===== src/rtl/ifq_pkg.sv =====
// ifq_pkg: shared types and helpers for the instruction fetch queue.
//   LINE_W / WORD_W / WORDS_PER_LINE / LINE_OFS_W : cache line geometry
//   line_t     : one 128-bit cache line, word 0 in bits [31:0] (lowest address)
//   word_sel_t : index of a word inside a line
//   line_base  : clears the byte-in-line offset of an address
//   word_of    : word index of an address inside its line
package ifq_pkg;
    localparam int LINE_W         = 128;
    localparam int WORD_W         = 32;
    localparam int WORDS_PER_LINE = 4;
    localparam int LINE_OFS_W     = 4;

    typedef logic [LINE_W-1:0]                  line_t;
    typedef logic [$clog2(WORDS_PER_LINE)-1:0]  word_sel_t;

    function automatic logic [31:0] line_base(input logic [31:0] addr);
        return {addr[31:LINE_OFS_W], {LINE_OFS_W{1'b0}}};
    endfunction

    function automatic word_sel_t word_of(input logic [31:0] addr);
        return addr[3:2];
    endfunction
endpackage


===== src/rtl/ifq_word_sel.sv =====
// ifq_word_sel: 4:1 word multiplexer over one cache line.
//   line : cache line, word 0 in the least significant 32 bits
//   sel  : word index
//   word : selected 32-bit word
module ifq_word_sel
    import ifq_pkg::*;
(
    input  line_t             line,
    input  word_sel_t         sel,
    output logic [WORD_W-1:0] word
);
    always_comb begin
        word = line[WORD_W-1:0];
        case (sel)
            2'd0: word = line[1*WORD_W-1:0*WORD_W];
            2'd1: word = line[2*WORD_W-1:1*WORD_W];
            2'd2: word = line[3*WORD_W-1:2*WORD_W];
            2'd3: word = line[4*WORD_W-1:3*WORD_W];
            default: word = line[WORD_W-1:0];
        endcase
    end
endmodule


===== src/rtl/inst_fetch_queue.sv =====
// inst_fetch_queue: instruction fetch initiator and line buffer.
// Requests cache lines, stores returned lines in a DEPTH_LINES-deep FIFO of
// 128-bit lines and presents one instruction per cycle to dispatch. A redirect
// (Cdb_Flush has priority over Dis_JmpBr) empties the queue, pulses IFQ_Flush
// and restarts fetch at the target line.
//
// Ports:
//   Clk, Resetb           : clock, asynchronous active-low reset
//   Ifetch_WpPcIn         : line fetch address (bits [3:0] always zero)
//   Ifetch_ReadCache      : read request level, high whenever the FIFO is not full
//   IFQ_Flush             : combinational pulse in the redirect cycle
//   Cache_Cd0..Cache_Cd3  : returned line words (Cd0 = lowest address)
//   Cache_ReadHit         : returned line valid this cycle
//   Dis_Ren               : dispatch consumes IFQ_Inst this cycle
//   Dis_JmpBr/_JmpBrAddr  : dispatch redirect and target
//   Cdb_Flush/Rob_FlushAddr : back-end redirect and target
//   IFQ_Inst, IFQ_PC      : head instruction and its PC
//   IFQ_EmptyFlag         : no valid instruction at the head
//
// Handshakes: a line transfers when Cache_ReadHit is high, which the cache only
// does while Ifetch_ReadCache is high; an instruction transfers when Dis_Ren is
// high and IFQ_EmptyFlag is low. A redirect in the same cycle cancels both.
//
// Build option: define IFQ_BYPASS_EN to present a returning line to dispatch in
// the same cycle when the queue is empty; otherwise a line becomes visible one
// cycle after Cache_ReadHit.
module inst_fetch_queue
    import ifq_pkg::*;
#(
    parameter int          DEPTH_LINES = 4,
    parameter logic [31:0] RESET_PC    = 32'h0
)(
    input  logic        Clk,
    input  logic        Resetb,
    output logic [31:0] Ifetch_WpPcIn,
    output logic        Ifetch_ReadCache,
    output logic        IFQ_Flush,
    input  logic [31:0] Cache_Cd0,
    input  logic [31:0] Cache_Cd1,
    input  logic [31:0] Cache_Cd2,
    input  logic [31:0] Cache_Cd3,
    input  logic        Cache_ReadHit,
    input  logic        Dis_Ren,
    input  logic        Dis_JmpBr,
    input  logic [31:0] Dis_JmpBrAddr,
    input  logic        Cdb_Flush,
    input  logic [31:0] Rob_FlushAddr,
    output logic [31:0] IFQ_Inst,
    output logic [31:0] IFQ_PC,
    output logic        IFQ_EmptyFlag
);
    localparam int PTR_W = $clog2(DEPTH_LINES);

    // Extra MSB on each pointer distinguishes full from empty.
    logic [PTR_W:0]    wr_ptr;
    logic [PTR_W:0]    rd_ptr;
    word_sel_t         rd_word;
    logic [31:0]       wp_pc;
    logic [31:0]       head_pc;
    line_t             lines [DEPTH_LINES];

    logic              redirect;
    logic [31:0]       target;
    logic              empty;
    logic              full;
    logic              fill;
    logic              drain;
    line_t             cd_line;
    line_t             head_line;
    logic [WORD_W-1:0] head_word;

    assign redirect = Cdb_Flush | Dis_JmpBr;
    assign target   = Cdb_Flush ? Rob_FlushAddr : Dis_JmpBrAddr;
    assign empty    = (wr_ptr == rd_ptr);
    assign full     = (wr_ptr[PTR_W] != rd_ptr[PTR_W]) &&
                      (wr_ptr[PTR_W-1:0] == rd_ptr[PTR_W-1:0]);
    // The cache never hits without a request; the !full term only keeps a
    // misbehaving cache from overwriting unread lines.
    assign fill     = Cache_ReadHit & ~redirect & ~full;
    assign cd_line  = {Cache_Cd3, Cache_Cd2, Cache_Cd1, Cache_Cd0};
    assign head_line = lines[rd_ptr[PTR_W-1:0]];

    ifq_word_sel u_head_sel (
        .line (head_line),
        .sel  (rd_word),
        .word (head_word)
    );

`ifdef IFQ_BYPASS_EN
    logic [WORD_W-1:0] bypass_word;
    logic              bypass;

    ifq_word_sel u_bypass_sel (
        .line (cd_line),
        .sel  (rd_word),
        .word (bypass_word)
    );

    // An empty queue forwards the arriving line directly; the line is still
    // written, so a consumed bypass word simply advances the read position.
    assign bypass        = empty & fill;
    assign IFQ_Inst      = bypass ? bypass_word : head_word;
    assign IFQ_EmptyFlag = empty & ~bypass;
`else
    assign IFQ_Inst      = head_word;
    assign IFQ_EmptyFlag = empty;
`endif

    assign drain            = Dis_Ren & ~IFQ_EmptyFlag & ~redirect;
    assign IFQ_Flush        = redirect;
    assign Ifetch_ReadCache = ~full;
    assign Ifetch_WpPcIn    = wp_pc;
    assign IFQ_PC           = head_pc;

    // Pointers, fetch address and head PC.
    always_ff @(posedge Clk or negedge Resetb) begin
        if (!Resetb) begin
            wr_ptr  <= '0;
            rd_ptr  <= '0;
            rd_word <= word_of(RESET_PC);
            wp_pc   <= line_base(RESET_PC);
            head_pc <= RESET_PC;
        end else if (redirect) begin
            // Starting rd_word at the target's word skips the lower words of
            // the first returned line.
            wr_ptr  <= '0;
            rd_ptr  <= '0;
            rd_word <= word_of(target);
            wp_pc   <= line_base(target);
            head_pc <= target;
        end else begin
            if (fill) begin
                wr_ptr <= wr_ptr + 1'b1;
                wp_pc  <= wp_pc + 32'd16;
            end
            if (drain) begin
                head_pc <= head_pc + 32'd4;
                if (rd_word == word_sel_t'(WORDS_PER_LINE - 1)) begin
                    rd_word <= '0;
                    rd_ptr  <= rd_ptr + 1'b1;
                end else begin
                    rd_word <= rd_word + 1'b1;
                end
            end
        end
    end

    // Line storage; cleared on reset so IFQ_Inst reads zero out of reset.
    always_ff @(posedge Clk or negedge Resetb) begin
        if (!Resetb) begin
            for (int i = 0; i < DEPTH_LINES; i++) begin
                lines[i] <= '0;
            end
        end else if (fill) begin
            lines[wr_ptr[PTR_W-1:0]] <= cd_line;
        end
    end
endmodule

===== config.mk =====
export PLATFORM = sky130hd
export DESIGN_NAME = inst_fetch_queue
export DESIGN_NICKNAME = d
export VERILOG_FILES = /design/src/rtl/ifq_pkg.sv /design/src/rtl/ifq_word_sel.sv /design/src/rtl/inst_fetch_queue.sv
export SDC_FILE = /design/constraint.sdc
export NUM_CORES = 1
export LEC_CHECK = 0
export ABC_AREA = 1
export CORE_MARGIN = 2
export CORE_UTILIZATION = 40
export CTS_CLUSTER_DIAMETER = 30
export DETAILED_ROUTE_END_ITERATION = 8
export GPL_TIMING_DRIVEN = 1
export PLACE_DENSITY = 0.57
export RECOVER_POWER = 25
export SETUP_SLACK_MARGIN = 0.3
export SLEW_MARGIN = 20
export SYNTH_ARGS = -nofsm -noshare
export SYNTH_HDL_FRONTEND = slang
export SYNTH_HIERARCHICAL = 1
export SYNTH_SLANG_ARGS = --single-unit

===== constraint.sdc =====
create_clock -name Clk -period 2.5 [get_ports Clk]
set_input_delay 0.75 -clock Clk [delete_from_list [all_inputs] [get_ports Clk]]
set_output_delay 0.75 -clock Clk [all_outputs]
set_load 0.01 [all_outputs]

==> results by group <==
Outcome
  – Outcome: complete, but fails checks
  – Failing checks: capacitance limit, slew limit, setup timing

STA
  – Max_slew headroom: -33.4%
  – Endpoints failing setup: 405
  – Worst Setup Slack, final: -0.903 ns
  – Slew Limit Fails: 22
  – RSZ-0062 raised after global routing: true
  – Highest clock rate: 0.294 GHz
  – Fin. Hold Viols: 0
  – Final clock skew: 0.0177 ns
  – Slew @ Worst Pin: 2.00 ns
  – Shortest period the worst path allows: 3.40 ns
  – Final period util: 136%

Route
  – Per-cell routed wire length: 20.4 um
  – Routed Antenna Nets: 0
  – Initial DRC Count: 2179
  – DRC: 0
  – Detailed Route WL: 103 mm
  – Vias per cell: 5.36
  – DR pass1 iterations: 5
  – Vias: 27.0k

Synth
  – Top post-synthesis cells by area: dfrtp_1, nand2_1, o21ai_1
  – Area of the mapped netlist: 28200 um2
  – Mean Syn Cell Area: 8.01 um2
  – Post-Synthesis Cells: 3517
  – Synth top area share: 51.5%
  – Async SR Flop Fraction: 100%
  – Most numerous cell in the Yosys netlist: nand2_1
  – Yosys warns: 6
  – Number of synthesized register bits: 580
  – Top FF cell, synth: dfrtp_1
  – Sequential share of the synthesized area: 51.5%
  – Synth top cells by count: nand2_1, dfrtp_1, o21ai_1
  – Cell variety after synth: 40
  – Largest area contributor in the netlist: dfrtp_1
  – Post-synth EDFFs: 0

Finish
  – Share of layout cells above drive strength 1: 17.0%
  – FF/Latch Area: 14500 um2
  – P&R area growth vs syn: 41.8%
  – Ant. Diodes: 0
  – Final core occ: 57.1%
  – Nets: 4180
  – Area of the multi-input gates: 12100 um2
  – Fillers: 6320

Clock network
  – Clock Sinks: 580
  – Max Root-Sink Buffers: 3
  – Clk_lat worst skew: 0.71 ns
  – CTS tree: yes
  – Root buffer cell: clkbuf_16
  – Clk slew on worst S/H paths: 0.04 ns
  – CTS buffer count: 146
  – H-tree levels: 4

Global routing
  – Largest net degree at the start of global routing: 90
  – Total GRT Usage: 27.6%
  – First-pass GRT wire length: 156 mm
  – GRT overflow: 0
  – Initial antenna violation count: 1
  – Vias in the first global route: 26.4k

Setup path
  – CP dominant cell by count: buf_6
  – Worst EP required: 1.75 ns
  – CP Data Arrival Time: 2.65 ns
  – CP delay by family, top: buffers and inverters
  – CP max FO: 8
  – Critical path class: flop to output port
  – Crit-path slowest cell: dfrtp_4
  – Critical-path cell list: buf_6 > buf_12 > buf_16 > buf_4 > nor2_4 > o22ai_2 > buf_6 > nand2_4 > nand4_1 > buf_2
  – Worst stage delay on the critical path: 0.57 ns
  – Startpoint class of the critical path: flop
  – CP endpoint kind: output port
  – Crit path buf inv count: 6

Die
  – Core ar.: 69900 um2
  – Cell Rows: 97
  – Die Ht: 269 um
  – Die area: 72600 um2
  – Initial Utilization: 40.3%
  – Die width: 269 um
  – IO Pins: 297

Power and ir drop
  – Worst VDD drop: 0.868 mV
  – Pwr/cell area: 952 nW/um2
  – Logic pwr share: 18.8%
  – Power Total: 38.0 mW
  – Switching share of power: 28.7%
  – Int Pwr: 27.1 mW
  – Flop pwr share: 30.2%
  – Leak: 18.6 nW
  – NetSw: 10.9 mW
  – Part of the power in the clock network: 51.0%

Place
  – PortBufs: 292
  – DP Wirelength: 65.6 mm
  – Final GP Congestion: 0.910

Hold path
  – Hold crit path type: flop to flop

Run
  – Max Cap Viol: 1
## registers in the layout, indices dropped and copies added, names as in the netlist
name / cells
rd_word: 2
Ifetch_WpPcIn: 28
IFQ_PC: 32
rd_ptr: 3
wr_ptr: 3
lines: 512
## worst min-delay path, cell delays in order, from the launching register on
cell and delay (ns):
dfrtp_1 0.33, nand2_1 0.05, o21ai_1 0.06
## area by class of cell
cell class / count / area share (%)
sequential: 580 / 36.4
tap: 940 / 2.94
clock inverter: 70 / 2.48
timing repair inverter: 1 / 0.0157
clock buffer: 196 / 10.4
multi-input combinational: 2491 / 30.3
timing repair buffer: 556 / 15.5
inverter: 198 / 1.93
## final timing paths
kind	endpoint	startpoint	slack, ns	cells after the start
min in group asynchronous	lines[51]$_DFFE_PN0P_	Resetb	1.16	2
worst min register to register	lines[200]$_DFFE_PN0P_	lines[200]$_DFFE_PN0P_	0.48	2
worst max register to register	lines[507]$_DFFE_PN0P_	rd_ptr[0]$_DFFE_PN0P_	-0.13	13
max in group asynchronous	lines[497]$_DFFE_PN0P_	Resetb	-0.13	4
worst min-delay path	lines[200]$_DFFE_PN0P_	lines[200]$_DFFE_PN0P_	0.48	2
worst max-delay path	IFQ_Inst[14]	rd_ptr[0]$_DFFE_PN0P_	-0.90	10
## cells by family (layout without fill, tap and decap cells)
group / after synthesis / after routing / synth area share [%]
flops: 580 / 580 / 51.5
xor+xnor: 5 / 5 / 0.182
simple gates: 1423 / 1426 / 20.4
compound gates: 1048 / 1048 / 19.4
fa+ha+maj: 8 / 8 / 0.355
other cells: 1 / 4 / 0.0133
buf+inv: 452 / 1021 / 8.13
## per-layer routing
metal | up-vias | routed length, um | global-route usage, % | part of all wire, %
li1 | 12700 | - | - | -
met3 | 229 | 7370 | 5.80 | 7.2
met2 | 1018 | 47100 | 42.6 | 46
met1 | 13000 | 43700 | 36.9 | 43
met4 | 0 | 4580 | 13.7 | 4.5
met5 | - | 0 | 0 | 0
## repair_timing
action	4_1_cts	5_1_grt
hold buffers	1	0
buffers inserted	17	8
cloned	16	11
pin swaps	54	39
gates resized for setup	314	120
setup endpoints to repair	671	673
hold endpoints to repair	17	0
## layout by cell type (no fill, tap or decap), types with 8 or more instances in the layout
cell type / count
o21ai_1: 485
o21ai_0: 328
inv_1: 192
nor2_1: 403
clkinvlp_4: 11
buf_4: 145
ha_1: 8
nand2_4: 8
clkbuf_8: 29
clkbuf_1: 21
dfrtp_1: 574
nor2_4: 10
o22ai_2: 27
clkdlybuf4s50_1: 252
clkinv_2: 24
nand3_1: 127
a21oi_1: 69
nand2_1: 766
buf_12: 55
nand3_2: 33
nor2_2: 17
bufinv_16: 17
o22ai_1: 101
clkbuf_16: 154
buf_2: 31
nand4_1: 34
buf_6: 28
buf_16: 20
o21ai_2: 15
## stage by stage
step	cells	TNS (ns)	area, um2	worst slack, ns	hold WS, ns
global placement	4713	-60.74	33100	-0.571	0.464
finish	5032	-44.16	39900	-0.903	0.479
floorplan	3520	0	28300	0.285	0.448
global route	5032	-217.99	39900	-0.932	0.501
CTS	5013	-53.67	39200	-0.859	0.478
detailed placement	4713	-69.79	33100	-0.559	0.468
## power groups by stage
stage	logic, mW	registers [mW]	clock network (mW)
6_report	7.17	11.5	19.4
5_1_grt	7.79	11.6	20.2
4_1_cts	6.86	11.4	19.6
3_5_place_dp	6.48	11.5	0
3_3_place_gp	6.42	11.5	0
2_1_floorplan	3.25	11.3	0
No activity file was read; power rests on OpenSTA's default activity.
